`src/rtl/stn_fb_arb.sv`:
```
// Frame-buffer arbiter: serialises STN-detector writes and display reads onto one 8-bit single-port RAM.
// Optional macro FB_ARB_RDPRI_EN: reads win contention in IDLE (default build: writes win).
module stn_fb_arb #(
  parameter int                ADDR_W  = 13,
  parameter int                DATA_W  = 8,
  parameter logic [ADDR_W-1:0] RAM_TOP = 13'h17bf
) (
  input  logic              i_clk,
  input  logic              i_rst,
  input  logic              i_wr_req,
  output logic              o_wr_ack,
  input  logic [ADDR_W-1:0] i_wr_addr,
  input  logic [DATA_W-1:0] i_wr_data,
  input  logic              i_rd_req,
  output logic              o_rd_ack,
  input  logic [ADDR_W-1:0] i_rd_addr,
  output logic [DATA_W-1:0] o_rd_data,
  output logic              o_rd_valid,
  output logic              o_ram_cs,
  output logic              o_ram_we,
  output logic [ADDR_W-1:0] o_ram_addr,
  output logic [DATA_W-1:0] o_ram_wdata,
  input  logic [DATA_W-1:0] i_ram_rdata,
  output logic              o_err_oor
);

  typedef enum logic [1:0] {
    ST_IDLE = 2'd0,
    ST_WR   = 2'd1,
    ST_RD   = 2'd2
  } state_t;

  state_t              r_state;
  state_t              w_state_nxt;
  logic                w_go_wr;
  logic                w_go_rd;
  logic                w_wr_oor;
  logic                w_rd_oor;
  logic                w_acc_oor;

  logic                r_wr_ack;
  logic                r_rd_ack;
  logic                r_ram_cs;
  logic                r_ram_we;
  logic [ADDR_W-1:0]   r_ram_addr;
  logic [DATA_W-1:0]   r_ram_wdata;
  logic                r_acc_oor;
  logic                r_err_oor;
  logic                r_rdp_vld;
  logic                r_rdp_oor;
  logic                r_rd_valid;
  logic [DATA_W-1:0]   r_rd_data;

  assign w_wr_oor = (i_wr_addr > RAM_TOP);
  assign w_rd_oor = (i_rd_addr > RAM_TOP);

  // Next-state and grant decode; the losing requester simply stays pending
  always_comb begin
    w_state_nxt = ST_IDLE;
    w_go_wr     = 1'b0;
    w_go_rd     = 1'b0;
    case (r_state)
      ST_IDLE: begin
`ifdef FB_ARB_RDPRI_EN
        if (i_rd_req) begin
          w_go_rd     = 1'b1;
          w_state_nxt = ST_RD;
        end else if (i_wr_req) begin
          w_go_wr     = 1'b1;
          w_state_nxt = ST_WR;
        end else begin
          w_state_nxt = ST_IDLE;
        end
`else
        if (i_wr_req) begin
          w_go_wr     = 1'b1;
          w_state_nxt = ST_WR;
        end else if (i_rd_req) begin
          w_go_rd     = 1'b1;
          w_state_nxt = ST_RD;
        end else begin
          w_state_nxt = ST_IDLE;
        end
`endif
      end
      ST_WR:   w_state_nxt = ST_IDLE;
      ST_RD:   w_state_nxt = ST_IDLE;
      default: w_state_nxt = ST_IDLE;
    endcase
  end

  // Range check of whichever request is being granted this cycle
  always_comb begin
    w_acc_oor = 1'b0;
    if (w_go_wr) begin
      w_acc_oor = w_wr_oor;
    end else if (w_go_rd) begin
      w_acc_oor = w_rd_oor;
    end else begin
      w_acc_oor = 1'b0;
    end
  end

  // FSM state register
  always_ff @(posedge i_clk) begin
    if (i_rst) begin
      r_state <= ST_IDLE;
    end else begin
      r_state <= w_state_nxt;
    end
  end

  // Ack and RAM strobes, registered one cycle after the grant; address/data hold between accesses
  always_ff @(posedge i_clk) begin
    if (i_rst) begin
      r_wr_ack    <= 1'b0;
      r_rd_ack    <= 1'b0;
      r_ram_cs    <= 1'b0;
      r_ram_we    <= 1'b0;
      r_ram_addr  <= {ADDR_W{1'b0}};
      r_ram_wdata <= {DATA_W{1'b0}};
      r_acc_oor   <= 1'b0;
    end else begin
      r_wr_ack  <= w_go_wr;
      r_rd_ack  <= w_go_rd;
      r_ram_cs  <= (w_go_wr | w_go_rd) & ~w_acc_oor;
      r_ram_we  <= w_go_wr;
      r_acc_oor <= w_acc_oor;
      if (w_go_wr) begin
        r_ram_addr  <= i_wr_addr;
        r_ram_wdata <= i_wr_data;
      end else if (w_go_rd) begin
        r_ram_addr  <= i_rd_addr;
      end
    end
  end

  // Sticky out-of-range flag, cleared only by reset
  always_ff @(posedge i_clk) begin
    if (i_rst) begin
      r_err_oor <= 1'b0;
    end else if ((w_go_wr | w_go_rd) & w_acc_oor) begin
      r_err_oor <= 1'b1;
    end
  end

  // Read return: RAM data arrives the cycle after the strobe, out-of-range reads return zero
  always_ff @(posedge i_clk) begin
    if (i_rst) begin
      r_rdp_vld  <= 1'b0;
      r_rdp_oor  <= 1'b0;
      r_rd_valid <= 1'b0;
      r_rd_data  <= {DATA_W{1'b0}};
    end else begin
      r_rdp_vld  <= (r_state == ST_RD);
      r_rdp_oor  <= r_acc_oor;
      r_rd_valid <= r_rdp_vld;
      if (r_rdp_vld) begin
        r_rd_data <= r_rdp_oor ? {DATA_W{1'b0}} : i_ram_rdata;
      end
    end
  end

  assign o_wr_ack    = r_wr_ack;
  assign o_rd_ack    = r_rd_ack;
  assign o_ram_cs    = r_ram_cs;
  assign o_ram_we    = r_ram_we;
  assign o_ram_addr  = r_ram_addr;
  assign o_ram_wdata = r_ram_wdata;
  assign o_err_oor   = r_err_oor;
  assign o_rd_valid  = r_rd_valid;
  assign o_rd_data   = r_rd_data;

endmodule

```
`config.mk`:
```
export PLATFORM = sky130hd
export DESIGN_NAME = stn_fb_arb
export DESIGN_NICKNAME = d
export VERILOG_FILES = /design/src/rtl/stn_fb_arb.sv
export SDC_FILE = /design/constraint.sdc
export NUM_CORES = 1
export LEC_CHECK = 0
export ABC_CLOCK_PERIOD_IN_PS = 2750
export CORE_ASPECT_RATIO = 1.75
export CORE_MARGIN = 1.5
export CORE_UTILIZATION = 42
export DETAILED_ROUTE_END_ITERATION = 12
export HOLD_SLACK_MARGIN = 0.06
export PLACE_DENSITY_LB_ADDON = 0.25
export SLEW_MARGIN = 5
export SYNTH_ARGS = -nofsm -noshare
export SYNTH_HDL_FRONTEND = slang
export SYNTH_SLANG_ARGS = --single-unit
```
`constraint.sdc`:
```
create_clock -name i_clk -period 2.75 [get_ports i_clk]
set_input_delay 0.275 -clock i_clk [delete_from_list [all_inputs] [get_ports i_clk]]
set_output_delay 0.275 -clock i_clk [all_outputs]
set_load 0.01 [all_outputs]
```
==> metrics.txt, run 1 <==
status=completed; Synth area leaders=dfxtp_1 (50%), nand2_1 (10%), a311oi_2 (6.8%); Worst Hold Class=reg2reg; Setup crit end kind=flop; Pins Over Slew Limit=0; max_cap viols=0; Core ar.=around 0.0036 sq mm; GP Congestion=0.684; Gate Count Post-Synth=between 150 and 200; clk sink count=39; FMAX=between 600 and 700 MHz; Iter 0 DRT Violations=8; Clock Pin Slew Worst Setup and Hold Paths=0.06 ns; chip width=approximately 49 microns; clk_skew=just over 0.004 ns; clock buffer depth=2; DRC viols=0; Startpoint Class=input port; Synth top area share=0.502; global-route wire length before repair=5980 microns; clk_lat worst skew=roughly 0.28 ns; Yosys cell types=25; CTS-repair resized insts=0; CTS Buf Count=5; setup TNS=0 ns; RSZ-0062 raised after global routing=no; GRT Util Overall=0.188; final std cells w/o fill=~300; most numerous cell in the Yosys netlist=nand2_1; root buffer cell=clkbuf_8; Ant. Diodes=0; share of cells above drive strength 1=0.104; Async SR Flop Fraction=0; post-synth top area cell=dfxtp_1; syn_area_per_cell=8.98 sq um; Yosys reg bits=39; initial antenna violation count=0; Setup Fix Bufs, Post-CTS=0; Leak=about 0.92 nW; Post-synth EDFFs=0; H-tree levels=2; die height=83.5 microns; Final nets=a little under 300; Max FO, Critical Path=11; Final Hold Viols=0; PwrDens=between 500 and 600 mW/mm^2; io pins=81; Inst Count DP=290; setup violators final=0; Worst EP arrival=roughly 1.8 ns; Seq/Total Area, Yosys=0.502; FILL cells=293; port bufs=80; Total Die Area=around 0.0041 sq mm; Mapped Area=roughly 0.0016 sq mm; worst rel slew slack=0.692; hold slack=around 0.44 ns; row count=29; GRT overflow=0; Initial Util=0.433; syn_nets=219; Final Critical Period=approximately 1.6 ns; Pre-Repair DR Iteration Count=4; Syn-to-layout area delta=57.0%; vias per cell=a little under 5; largest net degree at the start of global routing=40; via count=between 1000 and 1500; Crit Path Class=in2reg; WP data required=between 2 and 3 ns; Synthesis Warnings=0; WL per Instance=12.4 microns; dpl hpwl=~2700 microns; Max rail drop VDD=0.430 mV; drt total wl=3680 microns; CTS tree=yes; Post-synth top cells=nand2_1 (42), dfxtp_1 (39), a21oi_1 (16), nor2_1 (16), nor2b_1 (11); final worst path period share=0.569; post-route ant nets=0; Hold-fix buffers, CTS=0; vias in the first global route=between 1000 and 1500; slew at the pin closest to its max-slew limit=0.460 ns; primary flip-flop cell chosen by synthesis mapping=dfxtp_1
==> cell families (layout without fill, tap and decap cells) <==
group,Yosys count,in the layout,share of synthesized area
AND/OR/NAND/NOR,87,87,0.273
flip-flops,39,39,0.502
AO/OA/AOI/OAI,34,34,0.176
buffers and inverters,13,90,0.0483
==> worst max-delay path: stages <==
cell	delay, ns
clkdlybuf4s50_1	0.57
nor3b_2	0.23
buf_4	0.20
nand2_1	0.10
o22ai_1	0.25
nor2b_1	0.16
==> stage by stage <==
step	total power, W	utilization	area, sq um	setup slack (ns)
global placement	0.000907	0.659	2370	0.963
finish	0.00123	0.679	2440	1.19
global route	0.00130	0.679	2440	1.07
floorplan	0.000761	-	1550	1.56
detailed placement	0.000910	0.659	2370	0.915
CTS	0.00125	0.679	2440	1.19
==> layout by cell type (no fill, tap or decap), types with 5 or more instances in the layout <==
master,synthesis,final
dfxtp_1,39,39
a311oi_1,6,6
nor2_1,16,16
nand2_1,42,42
clkbuf_8,0,5
nor2_2,6,6
nor2b_1,11,11
a21oi_1,16,16
clkdlybuf4s50_1,0,80
a311oi_2,7,7
==> per-layer routing <==
layer | routed length (microns) | up-vias | GRT usage
li1 | - | 740 | -
met1 | 1470 | 645 | 0.202
met2 | 1940 | 60 | 0.331
met3 | 206 | 6 | 0.0591
met4 | 57 | 0 | 0.0831
met5 | 0 | - | 0
==> report_power, final <==
group          leakage [nW]  internal [W]  switching (W)
clock network        0.0371      0.000169       0.000170
registers             0.320      0.000602      0.0000219
logic                 0.567      0.000159       0.000114
==> layout make-up <==
class,instances,area (sq um),area share
clock buffer,6,72.6,0.0297
multi-input combinational,121,698,0.286
sequential,39,781,0.320
tap,46,57.6,0.0236
timing repair buffer,84,831,0.341
==> path summary, 6_finish.rpt <==
path,start,to,slack [ns],cells after the start
max,i_wr_req,r_acc_oor$_SDFF_PP0_,1.19,6
min reg2reg,r_acc_oor$_SDFF_PP0_,r_rdp_oor$_SDFF_PP0_,0.44,1
min,r_acc_oor$_SDFF_PP0_,r_rdp_oor$_SDFF_PP0_,0.44,1
max reg2reg,r_state[1]$_SDFF_PP0_,o_ram_addr[5]$_SDFFE_PP0P_,1.36,5
==> flip-flops by register name, indices dropped and copies added (netlist names) <==
name	cells
o_ram_wdata	8
o_ram_we	1
r_rdp_vld	1
r_rdp_oor	1
r_state	2
o_rd_valid	1
o_rd_ack	1
o_ram_cs	1
r_acc_oor	1
o_err_oor	1
o_ram_addr	13
o_rd_data	8
(Power assumes the default switching activity.)
==> run 2: changes to the inputs <==
--- a/config.mk
+++ b/config.mk
@@ -5,10 +5,10 @@
 export SDC_FILE = /design/constraint.sdc
 export NUM_CORES = 1
 export LEC_CHECK = 0
-export ABC_CLOCK_PERIOD_IN_PS = 2750
+export ABC_CLOCK_PERIOD_IN_PS = 1600
 export CORE_ASPECT_RATIO = 1.75
 export CORE_MARGIN = 1.5
-export CORE_UTILIZATION = 42
+export CORE_UTILIZATION = 39
 export DETAILED_ROUTE_END_ITERATION = 12
 export HOLD_SLACK_MARGIN = 0.06
 export PLACE_DENSITY_LB_ADDON = 0.25
==> constraint.sdc (replaced) <==
create_clock -name i_clk -period 1.6 [get_ports i_clk]
set_input_delay 0.16 -clock i_clk [delete_from_list [all_inputs] [get_ports i_clk]]
set_output_delay 0.16 -clock i_clk [all_outputs]
set_load 0.01 [all_outputs]
==> run 2 against run 1 <==
  * Total power grew 75%
  * Worst hold slack worse by 0.011 ns
  * Core utilization decreased by 2.8 points
  * Routed wire length fell by 1.3%
  * Sequential share of layout area decreased by 0.69 points
  * Setup slack got worse by 0.95 ns
==> metrics.txt, run 2 (synthesis results as in run 1) <==
status=completed (unchanged); via count=1458 (was 1451); Worst Setup SP=o_ram_addr[12]$_SDFFE_PP0P_ (was i_wr_req); io pins=81 (unchanged); most frequent cells in the layout=clkdlybuf4s50_1 (80), nand2_1 (42), dfxtp_1 (39), a21oi_1 (16), nor2_1 (16) (unchanged); RR Startpoint=r_state[1]$_SDFF_PP0_ (unchanged); Final Hold Viols=0 (unchanged); Switching Share=0.248 (was 0.247); hold slack=0.426 ns (was 0.437 ns); cell family with most CP delay=buffers and inverters (unchanged); max FFs per register=13 (unchanged); share of power burned in registers=0.496 (was 0.505); clk sink count=39 (unchanged); Setup crit end kind=output port (was flop); flop2flop setup slack=0.33 ns (was 1.36 ns); worst rel slew slack=0.714 (was 0.692); Setup Fix Bufs, Post-CTS=0 (unchanged); Total Die Area=0.00439 sq mm (was 0.00409 sq mm); CTS-repair resized insts=0 (unchanged); P_int=0.00162 W (was 0.000929 W); Worst EP arrival=1.20 ns (was 1.78 ns); R2R depth=5 (unchanged); Clk network pwr share=0.280 (was 0.274); Pre-Repair DR Iteration Count=2 (was 4); Clock Pin Slew Worst Setup and Hold Paths=0.07 ns (was 0.06 ns); Critical Path End=o_ram_addr[12] (was r_acc_oor$_SDFF_PP0_); GRT Util Overall=0.178 (was 0.188); crit path max-delay cell type=clkdlybuf4s50_1 (unchanged); root buffer cell=clkbuf_8 (unchanged); drt total wl=3630 microns (was 3680 microns); clk_skew=0.00578 ns (was 0.00411 ns); share of cells above drive strength 1=0.121 (was 0.104); WL per Instance=11.9 microns (was 12.4 microns); Final nets=301 (was 297); WP depth=1 (was 6); CTS Buf Count=5 (unchanged); PwrDens=866 mW/mm^2 (was 506 mW/mm^2); P_sw=0.000535 W (was 0.000305 W); Syn-to-layout area delta=60.5% (was 57.0%); die height=86.5 microns (was 83.5 microns); row count=30 (was 29); Final Critical Period=about 1.4 ns; setup violators final=0 (unchanged); final worst path period share=0.850; combinational share of power=0.224 (was 0.221); vias in the first global route=1347 (was 1356); setup TNS=0 ns (unchanged); Ant. Diodes=0 (unchanged); FMAX=between 700 and 800 MHz; initial antenna violation count=0 (unchanged); port bufs=80 (unchanged); final std cells w/o fill=304 (was 296); GP Congestion=0.740 (was 0.684); GRT overflow=0 (unchanged); CP Buf/Inv Count=1 (was 2); dpl hpwl=2730 microns (was 2650 microns); Iter 0 DRT Violations=17 (was 8); DRC viols=0 (unchanged); Slowest Stage Delay on Critical Path=0.56 ns (was 0.57 ns); H-tree levels=2 (unchanged); vias per cell=4.80 (was 4.90); Leak=0.954 nW (was 0.924 nW); Inst Count DP=296 (was 290); Max rail drop VDD=0.573 mV (was 0.430 mV); clock buffer depth=2 (unchanged); Hold-fix buffers, CTS=0 (unchanged); Pins Over Slew Limit=0 (unchanged); clk_lat worst skew=0.28 ns (about the same); RSZ-0062 raised after global routing=no (unchanged); CTS tree=yes (unchanged); Max FO, Critical Path=2 (was 11); Startpoint Class=flop (was input port); CP Cell Sequence=clkdlybuf4s50_1 (was clkdlybuf4s50_1, nor3b_2, buf_4, nand2_1, o22ai_1, nor2b_1); commonest non-fill, non-tap cell in the layout=clkdlybuf4s50_1 (unchanged); Crit Path Class=reg2out (was in2reg); Worst Hold Class=in2reg (was reg2reg); Initial Util=0.406 (was 0.433); global-route wire length before repair=5870 microns (was 5980 microns); slew at the pin closest to its max-slew limit=0.428 ns (was 0.460 ns); post-route ant nets=0 (unchanged); WP data required=1.44 ns (was 2.97 ns); RR Endpoint=o_ram_addr[9]$_SDFFE_PP0P_ (was o_ram_addr[5]$_SDFFE_PP0P_); chip width=50.7 microns (was 49.0 microns); Core ar.=0.00383 sq mm (was 0.00359 sq mm); max_cap viols=0 (unchanged); largest net degree at the start of global routing=40 (unchanged)
-- run 2: power groups by stage --
stage	logic, W	clock network [W]	registers, W
6_report	0.000483	0.000606	0.00107
3_3_place_gp	0.000482	0	0.00109
3_5_place_dp	0.000487	0	0.00109
4_1_cts	0.000490	0.000631	0.00107
5_1_grt	0.000521	0.000683	0.00108
2_1_floorplan	0.000191	0	0.00112
-- run 2: final cells by class --
| type | instances | area, sq um |
|---|---|---|
| fill | 334 | 1340 |
| timing repair buffer | 88 | 873 |
| sequential | 39 | 781 |
| multi-input combinational | 121 | 698 |
| clock buffer | 7 | 76.3 |
| tap | 48 | 60.1 |
| clock inverter | 1 | 5.00 |
-- run 2: routing by layer --
metal	vias up	track usage	part of all wire
met5	-	0	0
met4	0	0.0885	0.016
met3	5	0.0448	0.057
met2	58	0.316	0.56
met1	648	0.191	0.37
li1	747	-	-
-- run 2: per-stage QoR --
| step | cell area, sq um | worst slack (ns) | power (W) | util |
|---|---|---|---|---|
| after floorplan | 1550 | 0.411 | 0.00131 | - |
| after global placement | 2410 | 0.123 | 0.00157 | 0.630 |
| after detailed placement | 2410 | 0.0706 | 0.00158 | 0.630 |
| after CTS | 2490 | 0.221 | 0.00219 | 0.651 |
| after global routing | 2490 | 0.187 | 0.00228 | 0.651 |
| final | 2490 | 0.240 | 0.00216 | 0.651 |
-- run 2: worst min path at each step --
| stage | cells past startpoint | startpoint | endpoint |
|---|---|---|---|
| after floorplan | 1 | i_wr_req | o_rd_ack$_SDFF_PP0_ |
| after global placement | 1 | r_acc_oor$_SDFF_PP0_ | r_rdp_oor$_SDFF_PP0_ |
| after detailed placement | 1 | r_acc_oor$_SDFF_PP0_ | r_rdp_oor$_SDFF_PP0_ |
| after CTS | 3 | i_wr_data[0] | o_ram_wdata[0]$_SDFFE_PP0P_ |
| after global routing | 3 | i_wr_data[2] | o_ram_wdata[2]$_SDFFE_PP0P_ |
| final | 3 | i_wr_data[4] | o_ram_wdata[4]$_SDFFE_PP0P_ |
==> run 3: changes to the inputs <==
--- a/config.mk
+++ b/config.mk
@@ -11,7 +11,7 @@
 export CORE_UTILIZATION = 39
 export DETAILED_ROUTE_END_ITERATION = 12
 export HOLD_SLACK_MARGIN = 0.06
-export PLACE_DENSITY_LB_ADDON = 0.25
+export PLACE_DENSITY = 0.79
 export SLEW_MARGIN = 5
 export SYNTH_ARGS = -nofsm -noshare
 export SYNTH_HDL_FRONTEND = slang
==> run 3 against run 2 <==
  * Fmax decreased by 0.60%
  * First-iteration DRC count increased by 47%
  * Critical path depth unchanged
  * Highest routed layer unchanged
  * Sequential share of layout area decreased by 0.54 points
  * Routed wire length increased by 6.3%
  * Clock power increased by 38%
  * Setup slack got worse by 0.0082 ns
  * Register-to-register slack got worse by 0.04 ns
  * Critical path type unchanged
  * Critical endpoint is now o_ram_addr[2]
  * Via count increased by 2.9%
  * Sequential cell count unchanged
==> metrics.txt, run 3 (synthesis results as in run 1) <==
fin worst setup slack=0.231 ns (was 0.240 ns); dpl hpwl=2870 microns (was 2730 microns); Crit Path Class=reg2out (unchanged); share of cells above drive strength 1=0.132 (was 0.121); die height=86.5 microns (unchanged); clk_lat worst skew=0.29 ns (was 0.28 ns); initial antenna violation count=0 (unchanged); WP data required=1.44 ns (about the same); CTS tree=yes (unchanged); setup violators final=0 (unchanged); Ant. Diodes=0 (unchanged); RSZ-0062 raised after global routing=no (unchanged); Final nets=302 (was 301); GP Congestion=0.729 (was 0.740); CTS-repair resized insts=0 (unchanged); clock buffer depth=2 (unchanged); Total Die Area=0.00439 sq mm (unchanged); Setup Fix Bufs, Post-CTS=0 (unchanged); PwrDens=944 mW/mm^2 (was 866 mW/mm^2); Initial Util=0.406 (unchanged); RR Startpoint=r_state[1]$_SDFF_PP0_ (unchanged); Startpoint Class=flop (unchanged); io pins=81 (unchanged); CTS Buf Count=5 (unchanged); DRC viols=0 (unchanged); Leak=0.977 nW (was 0.954 nW); GRT Util Overall=0.184 (was 0.178); Hold-fix buffers, CTS=0 (unchanged); drt total wl=3860 microns (was 3630 microns); Final Hold Viols=0 (unchanged); chip width=50.7 microns (unchanged); clk sink count=39 (unchanged); Worst Setup SP=o_ram_addr[2]$_SDFFE_PP0P_ (was o_ram_addr[12]$_SDFFE_PP0P_); Slowest Stage Delay on Critical Path=0.56 ns (about the same); status=completed (unchanged); cell family with most CP delay=buffers and inverters (unchanged); crit path max-delay cell type=clkdlybuf4s50_1 (unchanged); GRT overflow=0 (unchanged); commonest non-fill, non-tap cell in the layout=clkdlybuf4s50_1 (unchanged); via count=1501 (was 1458); Setup crit end kind=output port (unchanged); Iter 0 DRT Violations=25 (was 17); post-route ant nets=0 (unchanged); Pre-Repair DR Iteration Count=4 (was 2); clk_skew=0.00845 ns (was 0.00578 ns); setup TNS=0 ns (unchanged); most frequent cells in the layout=clkdlybuf4s50_1 (80), nand2_1 (42), dfxtp_1 (39), a21oi_1 (16), nor2_1 (16) (unchanged); row count=30 (unchanged); CP Cell Sequence=clkdlybuf4s50_1 (unchanged); flop2flop setup slack=0.29 ns (was 0.33 ns); Max FO, Critical Path=2 (unchanged); Worst EP arrival=1.21 ns (was 1.20 ns); Layout Utilization=0.663 (was 0.651); WHS Endpoint=o_ram_wdata[1]$_SDFFE_PP0P_ (was o_ram_wdata[4]$_SDFFE_PP0P_); FMAX=731 MHz (was 735 MHz); Core ar.=0.00383 sq mm (unchanged); root buffer cell=clkbuf_8 (unchanged); Syn-to-layout area delta=63.3% (was 60.5%); WL per Instance=12.7 microns (was 11.9 microns); slew at the pin closest to its max-slew limit=0.453 ns (was 0.428 ns); hold wc startpoint=i_wr_data[1] (was i_wr_data[4]); max FFs per register=13 (unchanged); Clock Pin Slew Worst Setup and Hold Paths=0.08 ns (was 0.07 ns); hold path cells=3 (unchanged); R2R depth=5 (unchanged); port bufs=80 (unchanged); vias in the first global route=1461 (was 1347); Final Critical Period=1.37 ns (was 1.36 ns); Pins Over Slew Limit=0 (unchanged); global-route wire length before repair=6240 microns (was 5870 microns); max_cap viols=0 (unchanged); H-tree levels=2 (unchanged); worst rel slew slack=0.698 (was 0.714); Max rail drop VDD=0.667 mV (was 0.573 mV); CP Buf/Inv Count=1 (unchanged); RR Endpoint=o_ram_addr[9]$_SDFFE_PP0P_ (unchanged); Worst Hold Class=in2reg (unchanged); pre-CTS setup slack=0.0493 ns (was 0.0706 ns); largest net degree at the start of global routing=40 (unchanged); vias per cell=4.92 (was 4.80); final worst path period share=0.855 (was 0.850)
-- run 3: stage by stage --
stage | hold slack [ns] | instances | power, W | area [sq um]
2_1_floorplan | 0.238 | 173 | 0.00131 | 1550
4_1_cts | 0.411 | 305 | 0.00242 | 2540
5_1_grt | 0.419 | 305 | 0.00249 | 2540
3_5_place_dp | 0.424 | 297 | 0.00158 | 2420
6_report | 0.412 | 305 | 0.00240 | 2540
3_3_place_gp | 0.417 | 297 | 0.00158 | 2420
-- run 3: worst max-delay path by stage --
stage	to	depth (start not counted)
finish	o_ram_addr[2]	1
global route	o_ram_addr[9]$_SDFFE_PP0P_	5
CTS	o_ram_addr[2]	1
detailed placement	o_ram_addr[9]$_SDFFE_PP0P_	6
global placement	o_ram_wdata[4]$_SDFFE_PP0P_	6
floorplan	o_ram_addr[0]$_SDFFE_PP0P_	5
-- run 3: final cells by class --
type / count / area (sq um)
fill: 344 / 1290
timing repair buffer: 89 / 881
sequential: 39 / 781
multi-input combinational: 121 / 698
clock buffer: 6 / 82.6
tap: 48 / 60.1
clock inverter: 2 / 35.0
-- run 3: routing by layer --
metal  GRT usage  vias to the layer above  part of all wire
met1       0.204                      687              0.40
met3      0.0414                        5             0.059
met5           0                        -                 0
met2       0.325                       55              0.52
met4      0.0885                        0             0.020
li1            -                      754                 -
-- run 3: where the power goes --
part | switching, W | internal [W] | leakage (nW)
Clock | 0.000332 | 0.000504 | 0.0612
Combinational | 0.000203 | 0.000288 | 0.596
Sequential | 0.0000360 | 0.00103 | 0.320
==> RTL edit: new RTL, settings of run 1 <==
Reset style: asynchronous (`i_rst`), changed in 4 clocked blocks.
--- a/src/rtl/stn_fb_arb.sv
+++ b/src/rtl/stn_fb_arb.sv
@@ -102,7 +102,7 @@
   end
 
   // FSM state register
-  always_ff @(posedge i_clk) begin
+  always_ff @(posedge i_clk or posedge i_rst) begin
     if (i_rst) begin
       r_state <= ST_IDLE;
     end else begin
@@ -111,7 +111,7 @@
   end
 
   // Ack and RAM strobes, registered one cycle after the grant; address/data hold between accesses
-  always_ff @(posedge i_clk) begin
+  always_ff @(posedge i_clk or posedge i_rst) begin
     if (i_rst) begin
       r_wr_ack    <= 1'b0;
       r_rd_ack    <= 1'b0;
@@ -136,7 +136,7 @@
   end
 
   // Sticky out-of-range flag, cleared only by reset
-  always_ff @(posedge i_clk) begin
+  always_ff @(posedge i_clk or posedge i_rst) begin
     if (i_rst) begin
       r_err_oor <= 1'b0;
     end else if ((w_go_wr | w_go_rd) & w_acc_oor) begin
@@ -145,7 +145,7 @@
   end
 
   // Read return: RAM data arrives the cycle after the strobe, out-of-range reads return zero
-  always_ff @(posedge i_clk) begin
+  always_ff @(posedge i_clk or posedge i_rst) begin
     if (i_rst) begin
       r_rdp_vld  <= 1'b0;
       r_rdp_oor  <= 1'b0;
Function: differs if i_rst is asserted again (counterexample within 4 cycles, from zero or initial values and one cycle with i_rst high); with i_rst held inactive, the same outputs for 10 cycles.
==> RTL edit against run 1 <==
- combinational power increased by 100%
- hold slack worse by 0.087 ns
- highest routed layer unchanged
- wire length up 5.9%
- clock power is 41% higher
- non-clock buffer count stayed put
- maximum frequency is 9.7% lower
- sequential cell count decreased by 2
- final area grew 8.2%
- power increased by 41%
- cell count decreased by 15%
- utilization increased by 0.36 points
- clock skew is 0.0029 ns higher
- area after synthesis rose by 8.5%
- setup slack got worse by 0.17 ns
==> RTL edit: results (changes against run 1) <==
| Metric | Value |
|---|---|
| Global-route wire length before repair | 5.91 mm (-1.3%) |
| First DRT Iteration DRCs | 5 (-3) |
| RePlAce Congestion | 0.732 (+7.0%) |
| Leak | 1.15 nW (+24%) |
| Register-to-Register Path Depth | 4 (-1) |
| Synth top area cells | dfrtp_1, mux2_4, mux2_2 |
| Worst-path maximum fanout | 15 (+4) |
| Reg clk slew, reported paths | 0.07 ns |
| I/O Buffers | 80 (unchanged) |
| Root buffer cell | clkbuf_8 |
| Seq/Total Area, Yosys | 54.9% (+4.7 points) |
| Number of global-route vias before repair | 1371 (+1.1%) |
| GRT Total Usage | 18.1% (-0.71 points) |
| M1 WL | 1.34 mm (-8.8%) |
| Async SR Flop Fraction | 100% (+100 points) |
| Worst Skew | 0.00704 ns (+0.00293 ns) |
| Top post-synthesis cells by count | dfrtp_1, mux2_4, mux2_2 |
| Number of synthesis warnings | 0 (unchanged) |
| Worst path slowest cell | clkdlybuf4s50_1 |
| Min-Delay Path Class | reg2reg |
| Layout cells sized above 1 | 24.1% (+14 points) |
| Largest net degree at the start of global routing | 38 (-5.0%) |
| First-pass iteration count of the detailed router | 3 (-1) |
| Post-CTS Resized | 0 (unchanged) |
| Placed Area | 2520 sq um (+6.6%) |
| # nets final | 248 (-16%) |
| HPWL after DPL | 3.01 mm (+13%) |
| Top Family by Delay on Critical Path | buffers and inverters |
| WP data arrival | 1.91 ns (+0.13 ns) |
| Hold path start | r_acc_oor$_DFF_PP0_ |
| Detail Route met2 WL | 2.24 mm (+15%) |
| Syn_nets | 162 (-26%) |
| Max reg flops | 13 (unchanged) |
| Drt via density | 4.98 (+1.6%) |
| Max rail drop VDD | 0.495 mV (+15%) |
| Num CTS Buffers | 5 (unchanged) |
| Worst Max-Slew Pin Slew | 0.463 ns (+0.00295 ns) |
| Outcome | completed |
| Worst-Skew Late Latency | 0.29 ns |
| Max layer used | met4 |
| Largest stage delay on the critical path | 0.50 ns (-0.07 ns) |
| Diodes inserted | 0 (unchanged) |
| Hold Crit Depth | 0 (-1) |
| Post-synth top flop | dfrtp_1 |
| WL met3 | 173 microns (-16%) |
| Synth unique cells | 22 (-12%) |
| Reg2Reg Launch Point | o_rd_ack$_DFF_PP0_ |
| Drt wl/cell | 15.5 microns (+25%) |
[RTL edit: cell count changes in the layout (fill, tap and decap cells not counted), moves of 11 or more]
cell	before	now
dfrtp_1	0	37
mux2_2	0	14
nor2_1	16	1
mux2_4	0	20
dfxtp_1	39	0
nand2_1	42	1
a21oi_1	16	0
nor2b_1	11	0
[RTL edit: power by group]
group	switching (W)	internal, W	leakage (nW)
registers	0.0000657	0.000650	0.445
logic	0.000185	0.000359	0.645
clock network	0.000180	0.000295	0.0585
total	0.000431	0.00130	1.15
[RTL edit: through the flow]
| stage | instances | worst slack (ns) | total power, W |
|---|---|---|---|
| finish | 251 | 1.02 | 0.00173 |
| global route | 251 | 0.955 | 0.00181 |
| detailed placement | 243 | 0.712 | 0.00128 |
| floorplan | 116 | 1.10 | 0.000960 |
| global placement | 243 | 0.749 | 0.00125 |
| CTS | 251 | 1.01 | 0.00176 |
[RTL edit: cell type report]
cell class / count / area (sq um)
Tap cell: 48 / 60.1
Inverter: 10 / 37.5
Timing Repair Buffer: 84 / 831
Sequential cell: 37 / 926
Multi-Input combinational cell: 64 / 669
Fill cell: 285 / 1230
Clock inverter: 1 / 30.0
Clock buffer: 7 / 86.3
[RTL edit: cells by family after synthesis]
kind of cell | count (synthesis) | share of synthesized area, %
buffers and inverters | 15 | 5.42
AOI/OAI and AO/OA | 13 | 4.67
DFF | 37 | 54.9
muxes | 34 | 27.2
and+or+nand+nor | 17 | 7.86
[RTL edit: worst paths after layout]
check / to / slack [ns]
max in group asynchronous: o_ram_addr[12]$_DFFE_PP0P_ / 2.03
min in group asynchronous: o_rd_ack$_DFF_PP0_ / 0.40
min: r_rdp_oor$_DFF_PP0_ / 0.35
max: o_ram_addr[9]$_DFFE_PP0P_ / 1.02
max reg2reg: o_ram_addr[9]$_DFFE_PP0P_ / 1.03
min reg2reg: r_rdp_oor$_DFF_PP0_ / 0.35
[RTL edit: layer usage]
metal	global-route usage [%]	up-vias
li1	-	581
met3	3.10	13
met4	10.3	0
met5	0	-
met1	16.6	597
met2	35.4	59
